File: config.mk
export PLATFORM = sky130hd
export DESIGN_NAME = dma_chan_regbank
export DESIGN_NICKNAME = d
export VERILOG_FILES = /design/src/rtl/dma_chan_regbank_pkg.sv /design/src/rtl/dma_chan_regbank_regs.sv /design/src/rtl/dma_chan_regbank.sv
export SDC_FILE = /design/constraint.sdc
export NUM_CORES = 1
export LEC_CHECK = 0
export BUFFER_PORTS_ARGS = -buffer_cell sky130_fd_sc_hd__buf_2
export CAP_MARGIN = 20
export CORE_ASPECT_RATIO = 0.75
export CORE_MARGIN = 5
export CORE_UTILIZATION = 60
export CTS_CLUSTER_DIAMETER = 50
export DETAILED_ROUTE_END_ITERATION = 8
export PLACE_DENSITY = 0.78
export SLEW_MARGIN = 20
export SYNTH_ARGS = -nofsm -noshare
export SYNTH_HDL_FRONTEND = slang
export SYNTH_SLANG_ARGS = --single-unit
File: constraint.sdc
create_clock -name i_clk -period 4.2 [get_ports i_clk]
set_input_delay 0.42 -clock i_clk [delete_from_list [all_inputs] [get_ports i_clk]]
set_output_delay 0.42 -clock i_clk [all_outputs]
set_load 0.02 [all_outputs]
File: src/rtl/dma_chan_regbank_pkg.sv
// Shared types and sizing helpers for the DMA channel register bank.
package dma_regbank_pkg;

  typedef enum logic {SEL_ADDR, SEL_COUNT} regsel_t;

  localparam int DEF_REG_W  = 16;
  localparam int DEF_DATA_W = 8;

  // Number of CPU bus bytes needed to cover one address/count register.
  function automatic int nbytes(input int reg_w, input int data_w);
    return reg_w / data_w;
  endfunction

endpackage

File: src/rtl/dma_chan_regbank_regs.sv
// One DMA channel: base/current address and count, byte-serial CPU write,
// per-transfer step with terminal-count detection and auto-initialize reload.
module dma_chan_regs
  import dma_regbank_pkg::*;
#(
  parameter int DATA_W = DEF_DATA_W,
  parameter int REG_W  = DEF_REG_W,
  parameter int PTR_W  = 1
) (
  input  logic              i_clk,
  input  logic              i_clr,
  input  logic              i_wr,
  input  logic              i_reg_sel,
  input  logic [PTR_W-1:0]  i_ptr,
  input  logic [DATA_W-1:0] i_data,
  input  logic              i_step,
  input  logic              i_addr_dec,
  input  logic              i_auto_init,
  input  logic              i_addr_hold,
  output logic [REG_W-1:0]  o_cur_addr,
  output logic [REG_W-1:0]  o_cur_count,
  output logic              o_tc_hit,
  output logic              o_tc
);

  logic [REG_W-1:0] r_base_addr, r_base_count, r_cur_addr, r_cur_count;
  logic             r_tc;
  logic             w_step;
  logic             w_reload;
  logic [REG_W-1:0] w_next_addr, w_next_count;

  // A CPU write to this channel wins over a transfer step in the same cycle.
  assign w_step   = i_step & ~i_wr;
  assign o_tc_hit = w_step & (r_cur_count == '0);
  assign w_reload = o_tc_hit & i_auto_init;

  always_comb begin
    w_next_addr  = r_cur_addr;
    w_next_count = w_reload ? r_base_count : r_cur_count - REG_W'(1);
    if (!i_addr_hold) begin
      if (w_reload)        w_next_addr = r_base_addr;
      else if (i_addr_dec) w_next_addr = r_cur_addr - REG_W'(1);
      else                 w_next_addr = r_cur_addr + REG_W'(1);
    end
  end

  // NOTE: every register here is plain flop state (not a RAM), so it is all
  // cleared by reset; non-blocking assignments keep the edge semantics exact.
  always_ff @(posedge i_clk) begin
    if (i_clr) begin
      r_base_addr  <= '0;
      r_base_count <= '0;
      r_cur_addr   <= '0;
      r_cur_count  <= '0;
      r_tc         <= 1'b0;
    end else begin
      r_tc <= o_tc_hit;
      if (i_wr) begin
        if (regsel_t'(i_reg_sel) == SEL_ADDR) begin
          r_base_addr[i_ptr*DATA_W +: DATA_W] <= i_data;
          r_cur_addr[i_ptr*DATA_W +: DATA_W]  <= i_data;
        end else begin
          r_base_count[i_ptr*DATA_W +: DATA_W] <= i_data;
          r_cur_count[i_ptr*DATA_W +: DATA_W]  <= i_data;
        end
      end else if (w_step) begin
        r_cur_addr  <= w_next_addr;
        r_cur_count <= w_next_count;
      end
    end
  end

  assign o_cur_addr  = r_cur_addr;
  assign o_cur_count = r_cur_count;
  assign o_tc        = r_tc;

endmodule

File: src/rtl/dma_chan_regbank.sv
// DMA address/word-count register bank for NUM_CH channels with byte-serial CPU access.
// Optional macro DMA_ADDR_HOLD_EN adds i_addr_hold to freeze per-channel addresses on step.
module dma_chan_regbank
  import dma_regbank_pkg::*;
#(
  parameter int NUM_CH = 4,
  parameter int DATA_W = DEF_DATA_W,
  parameter int REG_W  = DEF_REG_W,
  parameter int CH_W   = (NUM_CH > 1) ? $clog2(NUM_CH) : 1
) (
  input  logic              i_clk,
  input  logic              i_reset,
  input  logic              i_master_clear,
  input  logic              i_clear_ptr,
  input  logic              i_wr_en,
  input  logic              i_rd_en,
  input  logic              i_reg_sel,
  input  logic [CH_W-1:0]   i_ch_sel,
  input  logic [DATA_W-1:0] i_data_in,
  output logic [DATA_W-1:0] o_data_out,
  input  logic              i_step,
  input  logic [CH_W-1:0]   i_step_ch,
  input  logic [NUM_CH-1:0] i_addr_dec,
  input  logic [NUM_CH-1:0] i_auto_init,
`ifdef DMA_ADDR_HOLD_EN
  input  logic [NUM_CH-1:0] i_addr_hold,
`endif
  output logic [REG_W-1:0]  o_cur_addr,
  output logic [NUM_CH-1:0] o_tc,
  output logic [NUM_CH-1:0] o_tc_status,
  input  logic              i_status_rd
);

  localparam int NBYTES = nbytes(REG_W, DATA_W);
  localparam int PTR_W  = (NBYTES > 1) ? $clog2(NBYTES) : 1;
  localparam logic [CH_W:0] NUM_CH_L = (CH_W+1)'(NUM_CH);

  logic              w_clr;
  logic [PTR_W-1:0]  r_ptr;
  logic [DATA_W-1:0] r_data_out;
  logic [NUM_CH-1:0] r_tc_status;
  logic [NUM_CH-1:0] w_tc_hit;
  logic [NUM_CH-1:0] w_addr_hold;
  logic [REG_W-1:0]  w_cur_addr  [NUM_CH];
  logic [REG_W-1:0]  w_cur_count [NUM_CH];
  logic              w_ch_ok, w_step_ok;
  logic [REG_W-1:0]  w_rd_reg;

  assign w_clr = i_reset | i_master_clear;

`ifdef DMA_ADDR_HOLD_EN
  assign w_addr_hold = i_addr_hold;
`else
  assign w_addr_hold = '0;
`endif

  for (genvar g = 0; g < NUM_CH; g++) begin : g_ch
    dma_chan_regs #(.DATA_W(DATA_W), .REG_W(REG_W), .PTR_W(PTR_W)) u_regs (
      .i_clk       (i_clk),
      .i_clr       (w_clr),
      .i_wr        (i_wr_en && (i_ch_sel == CH_W'(g))),
      .i_reg_sel   (i_reg_sel),
      .i_ptr       (r_ptr),
      .i_data      (i_data_in),
      .i_step      (i_step && (i_step_ch == CH_W'(g))),
      .i_addr_dec  (i_addr_dec[g]),
      .i_auto_init (i_auto_init[g]),
      .i_addr_hold (w_addr_hold[g]),
      .o_cur_addr  (w_cur_addr[g]),
      .o_cur_count (w_cur_count[g]),
      .o_tc_hit    (w_tc_hit[g]),
      .o_tc        (o_tc[g])
    );
  end

  assign w_ch_ok   = {1'b0, i_ch_sel}  < NUM_CH_L;
  assign w_step_ok = {1'b0, i_step_ch} < NUM_CH_L;

  // Unmapped channels read back as zero.
  always_comb begin
    w_rd_reg = '0;
    if (w_ch_ok) w_rd_reg = i_reg_sel ? w_cur_count[i_ch_sel] : w_cur_addr[i_ch_sel];
  end

  always_ff @(posedge i_clk) begin
    if (w_clr) begin
      r_ptr       <= '0;
      r_data_out  <= '0;
      r_tc_status <= '0;
    end else begin
      if (i_clear_ptr)
        r_ptr <= '0;
      else if (i_wr_en || i_rd_en)
        r_ptr <= (r_ptr == PTR_W'(NBYTES-1)) ? '0 : r_ptr + PTR_W'(1);
      if (i_rd_en && !i_wr_en)
        r_data_out <= w_rd_reg[r_ptr*DATA_W +: DATA_W];
      r_tc_status <= (i_status_rd ? '0 : r_tc_status) | w_tc_hit;
    end
  end

  assign o_cur_addr  = w_step_ok ? w_cur_addr[i_step_ch] : '0;
  assign o_data_out  = r_data_out;
  assign o_tc_status = r_tc_status;

endmodule

==> run summary, run 1 <==
min cycle time layout: 3.121 ns
Power Total: 6.331 mW
total grt overflow: 0
Mapped Cells: 2,134
CP max FO: 8
Final ANT Viol Nets: 0
global-route usage over all layers: 38.90%
footprint of the multi-input gates: 10,840 µm²
violation count after the first detailed-route iteration: 2,129
num ports: 61
syn_nets: 2,231
WL final: 63.34 mm
area grow syn2layout: 9.313%
dpl cell area: 17,640 µm²
# clock sinks: 273
cts repair resizes: 0
Yosys reg bits: 273
reg2reg start: g_ch[1].u_regs.o_cur_count[6]
most frequent cell after synthesis: nand2_1
Skew-Pair Late Insertion Delay: 0.56 ns
Setup Skew: 0.01132 ns
synth unique cells: 67
Mapped Area: 16,940 µm²
Post-CTS Setup Bufs: 0
FF-to-FF setup slack: 1.08 ns
Hold Buf Count CTS: 0
drt first pass iters: 6
asr flop ratio synth: 0%
Worst Hold Class: in2reg
top cell type's share of synthesized area: 32.26%
Die ar.: 31,730 µm²
Worst slew margin: 29.79%
# port buffers: 60
period utilization: 74.32%
DIE HEIGHT: 155.5 µm
remaining routing DRC violations: 0
biggest area consumer among synthesized cells: dfxtp_1
clock input transition at the sequential cells of the worst setup and hold paths: 0.07 ns
most frequent CP cell: or4_4
# setup viols final: 0
element type at the critical path end: flop
worst vdd ir: 289.3 µV
Post-synth EDFFs: 0
final non-filler cell area: 18,520 µm²
gp weighted congestion: 1.020
vias in the first global route: 15,900
final hold vios: 0
status: complete, no violations
reg2reg path depth: 7
Critical R2R Capture: g_ch[1].u_regs.o_cur_addr[8]
Crit Path Class: reg2reg
arrival time worst endpoint: 3.61 ns
Max clock buf depth: 3
root buffer cell: clkbuf_16
Commonest cells post-synth: 358 x nand2_1, 273 x dfxtp_1, 228 x a21oi_1, 206 x nor2_1, 142 x o21ai_0
startpoint types: flop
CP peak stage delay: 0.61 ns
Crit-path slowest cell: or4_4
Critical Path Start: g_ch[1].u_regs.o_cur_count[6]
# rows: 53
sequential area share after synthesis: 32.26%
Vias: 17,400
max-cap viol count: 0
sequential standard cell area: 5466 µm²
synthesized area per cell: 7.939 µm²
H-tree depth: 1
# nets final: 2,237
ratio of cells with drive above 1 in the final layout: 11.21%
CTS buffer count: 29
Starting Density: 60.69%
first-pass GRT wire length: 96.28 mm
CP Cell Sequence: or4_4 -> or4_4 -> or3_4 -> or4_4 -> mux2i_1 -> a221o_1 -> a21oi_1
die width: 204.0 µm
drt via density: 6.838
Worst-Margin Slew: 1.051 ns
setup tns final: 0 ns
largest net degree at the start of global routing: 107
# fillers: 2,425
crit path capture: g_ch[1].u_regs.o_cur_addr[8]
CP required: 4.69 ns
WL per Instance: 24.89 µm
PwrDens: 341.8 nW/µm²
CTS tree: built
leak pwr: 6.993 nW
antenna violations before repair: 3
f_max: 320.4 MHz
RSZ-0062 raised after global routing: false
yosys warns: 0
Synth Flop Type: dfxtp_1
largest cells by area after synthesis: dfxtp_1 32%, nand2_1 7.9%, mux4_2 7.3%
Final Slew Violations: 0
Core Area: 27,920 µm²
hpwl dp: 45.08 mm
[layer usage]
| metal | vias to the layer above | global-route usage [%] | share of wire, % |
|---|---|---|---|
| met2 | 1151 | 55.19 | 40 |
| met4 | 6 | 18.21 | 5.9 |
| met5 | - | 0 | 0.052 |
| met1 | 8199 | 54.57 | 39 |
| met3 | 255 | 11.81 | 14 |
| li1 | 7791 | - | - |
[metrics by stage]
stage                     hold WS, ns  instances  worst slack (ns)  util [%]
after global routing          0.06984       2544             1.005     66.33
after global placement         0.4401       2494            0.9643     63.17
after floorplan                0.4332       2134             1.281         -
after detailed placement       0.4469       2494            0.8986     63.18
after CTS                     0.05215       2544             1.107     66.33
final                         0.06882       2545             1.079     66.34
[layout make-up]
| class | instances | share of cell area, % |
|---|---|---|
| flip-flops and latches | 273 | 29.52 |
| clock inverters | 11 | 0.4662 |
| inverters | 22 | 0.4459 |
| multi-input cells | 1695 | 58.53 |
| clock buffers | 39 | 4.283 |
| diodes | 1 | 0.01351 |
| repair buffers | 119 | 4.148 |
| well taps | 385 | 2.601 |
[worst min path at each step]
stage / start / cells after the start / to
4_1_cts: i_clear_ptr / 2 / r_ptr
3_3_place_gp: o_data_out[3] / 2 / o_data_out[3]
3_5_place_dp: g_ch[0].u_regs.r_base_count[6] / 2 / g_ch[0].u_regs.r_base_count[6]
2_1_floorplan: g_ch[0].u_regs.r_base_count[0] / 2 / g_ch[0].u_regs.r_base_count[0]
5_1_grt: i_clear_ptr / 2 / r_ptr
6_report: i_clear_ptr / 2 / r_ptr
[state kept, by name, indices dropped and copies added (netlist names)]
| name | count |
|---|---|
| g_ch.u_regs.r_base_addr | 64 |
| g_ch.u_regs.o_cur_addr | 64 |
| o_data_out | 8 |
| g_ch.u_regs.o_cur_count | 64 |
| g_ch.u_regs.r_base_count | 64 |
| r_ptr | 1 |
| g_ch.u_regs.o_tc | 4 |
| o_tc_status | 4 |
[where the power goes]
part | internal (mW) | switching, mW | total (mW)
combinational | 0.440 | 0.714 | 1.15
clock | 1.38 | 1.08 | 2.46
sequential | 2.63 | 0.0880 | 2.72
total | 4.45 | 1.88 | 6.33
[worst max-delay path, delay by kind of cell, from the launching register on]
kind,cells,cell delay (ns)
simple gates,4,2.02
compound gates,2,0.45
flops,1,0.40
mux,1,0.15
[cell families after synthesis]
family / count (synthesis) / synth area share, %
flops: 273 / 32.26
simple gates: 791 / 20.58
compound gates: 627 / 22.21
xor+xnor: 95 / 4.911
fa+ha+maj: 68 / 5.199
mux: 114 / 10.94
buf+inv: 166 / 3.899
[placed cells by master (no fill, tap or decap), types with 29 or more instances in the layout]
| cell | n |
|---|---|
| buf_4 | 57 |
| xor2_1 | 34 |
| nor2_1 | 205 |
| o211ai_1 | 63 |
| ha_1 | 64 |
| a211oi_1 | 43 |
| a31oi_1 | 60 |
| a21oi_1 | 228 |
| o21ai_0 | 142 |
| dfxtp_1 | 272 |
| nand2_1 | 358 |
| xnor2_1 | 61 |
| buf_2 | 60 |
| nor3_1 | 38 |
| clkbuf_16 | 29 |
| mux2i_1 | 55 |
| nand3_1 | 61 |
| mux4_2 | 55 |
Note: power is estimated with default switching activity, not from simulation.
==> run 2, diff against run 1 <==
- ABC_AREA: default -> 1
- PLACE_DENSITY: 0.78 -> 0.77
- clock period: 4.2 -> 3.1 ns (I/O delays scaled with it)
==> run 2 against run 1 <==
Combinational power increased by 74%. Clock power is 47% higher. Register-to-register slack lost 0.53 ns. Global-route usage up 4.3 points. Sequential share of layout area down 2.9 points. First-iteration DRC count up 69%. Count of clock-buffer cells in the layout unchanged. Power is 47% higher. Synthesized cell count rose by 48%. Utilization shrank 0.37 points. Via count rose by 28%. Worst hold slack improved by 0.066 ns. Critical path type unchanged. Critical endpoint is now g_ch[3].u_regs.o_cur_count[2].
==> run summary, run 2 <==
ratio of cells with drive above 1 in the final layout: 7.058% (-4.2 points)
DIE HEIGHT: 163.9 µm (+5.4%)
remaining routing DRC violations: 0 (unchanged)
global-route usage over all layers: 43.20% (+4.3 points)
Power Internal: 6.249 mW (+41%)
CP required: 3.56 ns (-1.13 ns)
# setup viols final: 0 (unchanged)
Power Total: 9.330 mW (+47%)
CTS buffer count: 30 (+3.4%)
Yosys reg bits: 273 (unchanged)
gp weighted congestion: 1.066 (+4.5%)
violation count after the first detailed-route iteration: 3,605 (+69%)
met2 wire len: 30.19 mm (+18%)
Critical path buffers and inverters: 2 (+2)
most frequent CP cell: nand3_1
CP peak stage delay: 0.48 ns (-0.13 ns)
startpoint types: flop
antenna violations before repair: 1 (-2)
Final ANT Viol Nets: 0 (unchanged)
Commonest cells post-synth: 934 x nand2_1, 381 x nor2_1, 343 x inv_1, 307 x a21oi_1, 273 x dfxtp_1
drt first pass iters: 9 (+3)
multiplexer share of the synthesized area: 0% (-11 points)
vias in the first global route: 19,780 (+24%)
Critical R2R Capture: g_ch[3].u_regs.o_cur_count[2]
largest cells by area after synthesis: dfxtp_1 29%, nand2_1 19%, a21oi_1 8.1%
syn_nets: 3,247 (+46%)
DR WL met3: 12.74 mm (+39%)
setup tns final: 0 ns (unchanged)
clock input transition at the sequential cells of the worst setup and hold paths: 0.06 ns (about the same)
CP Cell Sequence: inv_1 -> ha_1 -> nand3_1 -> nor3_4 -> nand3_2 -> inv_2 -> nand2_1 -> nand3_1 -> a21oi_1
Skew-Pair Late Insertion Delay: 0.58 ns (+0.02 ns)
post-synthesis xor/xnor area fraction: 2.497% (-2.4 points)
CTS tree: built
Mapped Area: 18,940 µm² (+12%)
Post-synth EDFFs: 0 (unchanged)
biggest area consumer among synthesized cells: dfxtp_1
adder-cell share of the synthesized area: 4.650% (-0.55 points)
FF-to-FF setup slack: 0.55 ns (-0.53 ns)
period utilization: 82.26% (+7.9 points)
largest family of logic cells by synthesized area: simple AND/OR/NAND/NOR gates
NetSw: 3.081 mW (+63%)
H-tree depth: 1 (unchanged)
met1 WL: 32.22 mm (+30%)
highest-count cells in the layout ignoring fill and taps: 934 x nand2_1, 380 x nor2_1, 343 x inv_1
# port buffers: 60 (unchanged)
Core Area: 31,180 µm² (+12%)
final core occ: 65.96% (-0.37 points)
Synth Flop Type: dfxtp_1
most common cell after layout, fill and taps aside: nand2_1
# nets final: 3,267 (+46%)
Crit Path Class: reg2reg
asr flop ratio synth: 0% (unchanged)
hpwl dp: 59.81 mm (+33%)
num ports: 61 (unchanged)
reg2reg start: g_ch[3].u_regs.o_cur_count[0]
die width: 215.2 µm (+5.5%)
status: complete, no violations
synthesized area per cell: 6.014 µm² (-24%)
largest net degree at the start of global routing: 167 (+56%)
Hold EP: r_ptr
Crit-path slowest cell: nand3_2
Max Used Layer: met5
drt via density: 6.185 (-9.5%)
Setup Skew: 0.01463 ns (+0.003314 ns)
hold path start: i_rd_en
# fillers: 2,920 (+20%)
f_max: 392.2 MHz (+22%)
final hold vios: 0 (unchanged)
Worst-Margin Slew: 0.8026 ns (-0.2484 ns)
total grt overflow: 0 (unchanged)
# rows: 56 (+5.7%)
Critical Path Start: g_ch[3].u_regs.o_cur_count[0]
root buffer cell: clkbuf_16
PwrDens: 453.6 nW/µm² (+33%)
Worst slew margin: 46.43% (+17 points)
Die ar.: 35,260 µm² (+11%)
Vias: 22,240 (+28%)
Worst Hold Class: in2reg
WL final: 79.45 mm (+25%)
complex-gate fraction of the synthesized area: 15.85% (-6.4 points)
element type at the critical path end: flop
Starting Density: 60.75% (+0.068 points)
Mapped Cells: 3,150 (+48%)
Post-CTS Setup Bufs: 0 (unchanged)
worst vdd ir: 465.7 µV (+61%)
hold depth: 3 (+1)
min cycle time layout: 2.550 ns (-0.5715 ns)
clock power share: 38.7% (about the same)
most frequent cell after synthesis: nand2_1
yosys warns: 0 (unchanged)
leak pwr: 10.01 nW (+43%)
area grow syn2layout: 8.573%
top cell type's share of synthesized area: 28.85% (-3.4 points)
Net Sw Frac: 33.02% (+3.3 points)
Max clock buf depth: 3 (unchanged)
synth unique cells: 40 (-40%)
WL per Instance: 22.10 µm (-11%)
max-cap viol count: 0 (unchanged)
combinational share of power: 21.4% (+3.2 points)
CP delay by family, top: simple AND/OR/NAND/NOR gates
CP max FO: 20 (+12)
RSZ-0062 raised after global routing: false
# clock sinks: 273 (unchanged)
reg2reg path depth: 9 (+2)
arrival time worst endpoint: 3.01 ns (-0.60 ns)
Final Slew Violations: 0 (unchanged)
sequential area share after synthesis: 28.85% (-3.4 points)
post-synthesis simple-gate area fraction: 38.14% (+18 points)
Reg power frac: 39.9% (-3.0 points)
first-pass GRT wire length: 118.7 mm (+23%)
==> run 2: per-layer routing <==
| metal | vias up | track usage (%) |
|---|---|---|
| met1 | 10080 | 61.51 |
| met3 | 273 | 15.15 |
| li1 | 10190 | - |
| met4 | 2 | 19.31 |
| met5 | - | 0 |
| met2 | 1698 | 58.41 |
==> run 2: timing repair <==
action                                  in CTS  in global routing
resized for setup                            0                  0
hold buffers                                 1                  0
endpoints found under the setup margin       0                  0
hold endpoints to repair                     1                  0
==> run 2: per-stage QoR <==
stage	setup slack, ns	hold slack [ns]	instances	cell area [µm²]
after floorplan	1.375	0.3885	3150	18940
after global placement	0.5677	0.4412	3543	19590
after detailed placement	0.4627	0.4484	3543	19590
after CTS	0.6452	0.1222	3594	20560
after global routing	0.3955	0.1441	3594	20560
final	0.5501	0.1343	3596	20570
==> run 2: cell families (layout without fill, tap and decap cells) <==
group | Yosys count | in the layout
buf+inv | 479 | 517
simple gates | 1710 | 1710
compound gates | 566 | 566
other cells | 0 | 2
flops | 273 | 273
fa+ha+maj | 68 | 68
xor+xnor | 54 | 54
==> run 2: layout make-up <==
type	instances	area (µm²)	share of cell area, %
multi-input cells	2398	11590	56.35
flip-flops and latches	273	5465	26.57
inverters	363	1369	6.655
clock buffers	39	835.8	4.064
repair buffers	104	670.6	3.261
well taps	406	508.0	2.470
clock inverters	11	123.9	0.6023
diodes	2	5.005	0.02433
==> run 2: how the worst max path moves through the flow <==
stage                                     endpoint  slack (ns)  cells past startpoint
global route          g_ch[0].u_regs.o_cur_addr[8]        0.40                     11
detailed placement   g_ch[3].u_regs.o_cur_count[2]        0.46                     11
floorplan           g_ch[3].u_regs.o_cur_count[13]        1.37                     12
CTS                  g_ch[3].u_regs.o_cur_count[2]        0.65                      9
finish               g_ch[3].u_regs.o_cur_count[2]        0.55                      9
global placement      g_ch[3].u_regs.o_cur_addr[8]        0.57                     11
==> run 2: worst min-delay path, stage by stage <==
cell	delay, ns
buf_2	0.13
nor3_1	0.14
nor4_1	0.07
==> run 2: power by group through the flow <==
stage / sequential (mW) / clock (mW) / combinational (mW)
2_1_floorplan: 3.72 / 0 / 1.34
3_3_place_gp: 3.78 / 0 / 1.86
3_5_place_dp: 3.78 / 0 / 1.90
4_1_cts: 3.71 / 3.59 / 1.91
5_1_grt: 3.72 / 3.74 / 2.17
6_report: 3.72 / 3.61 / 2.00
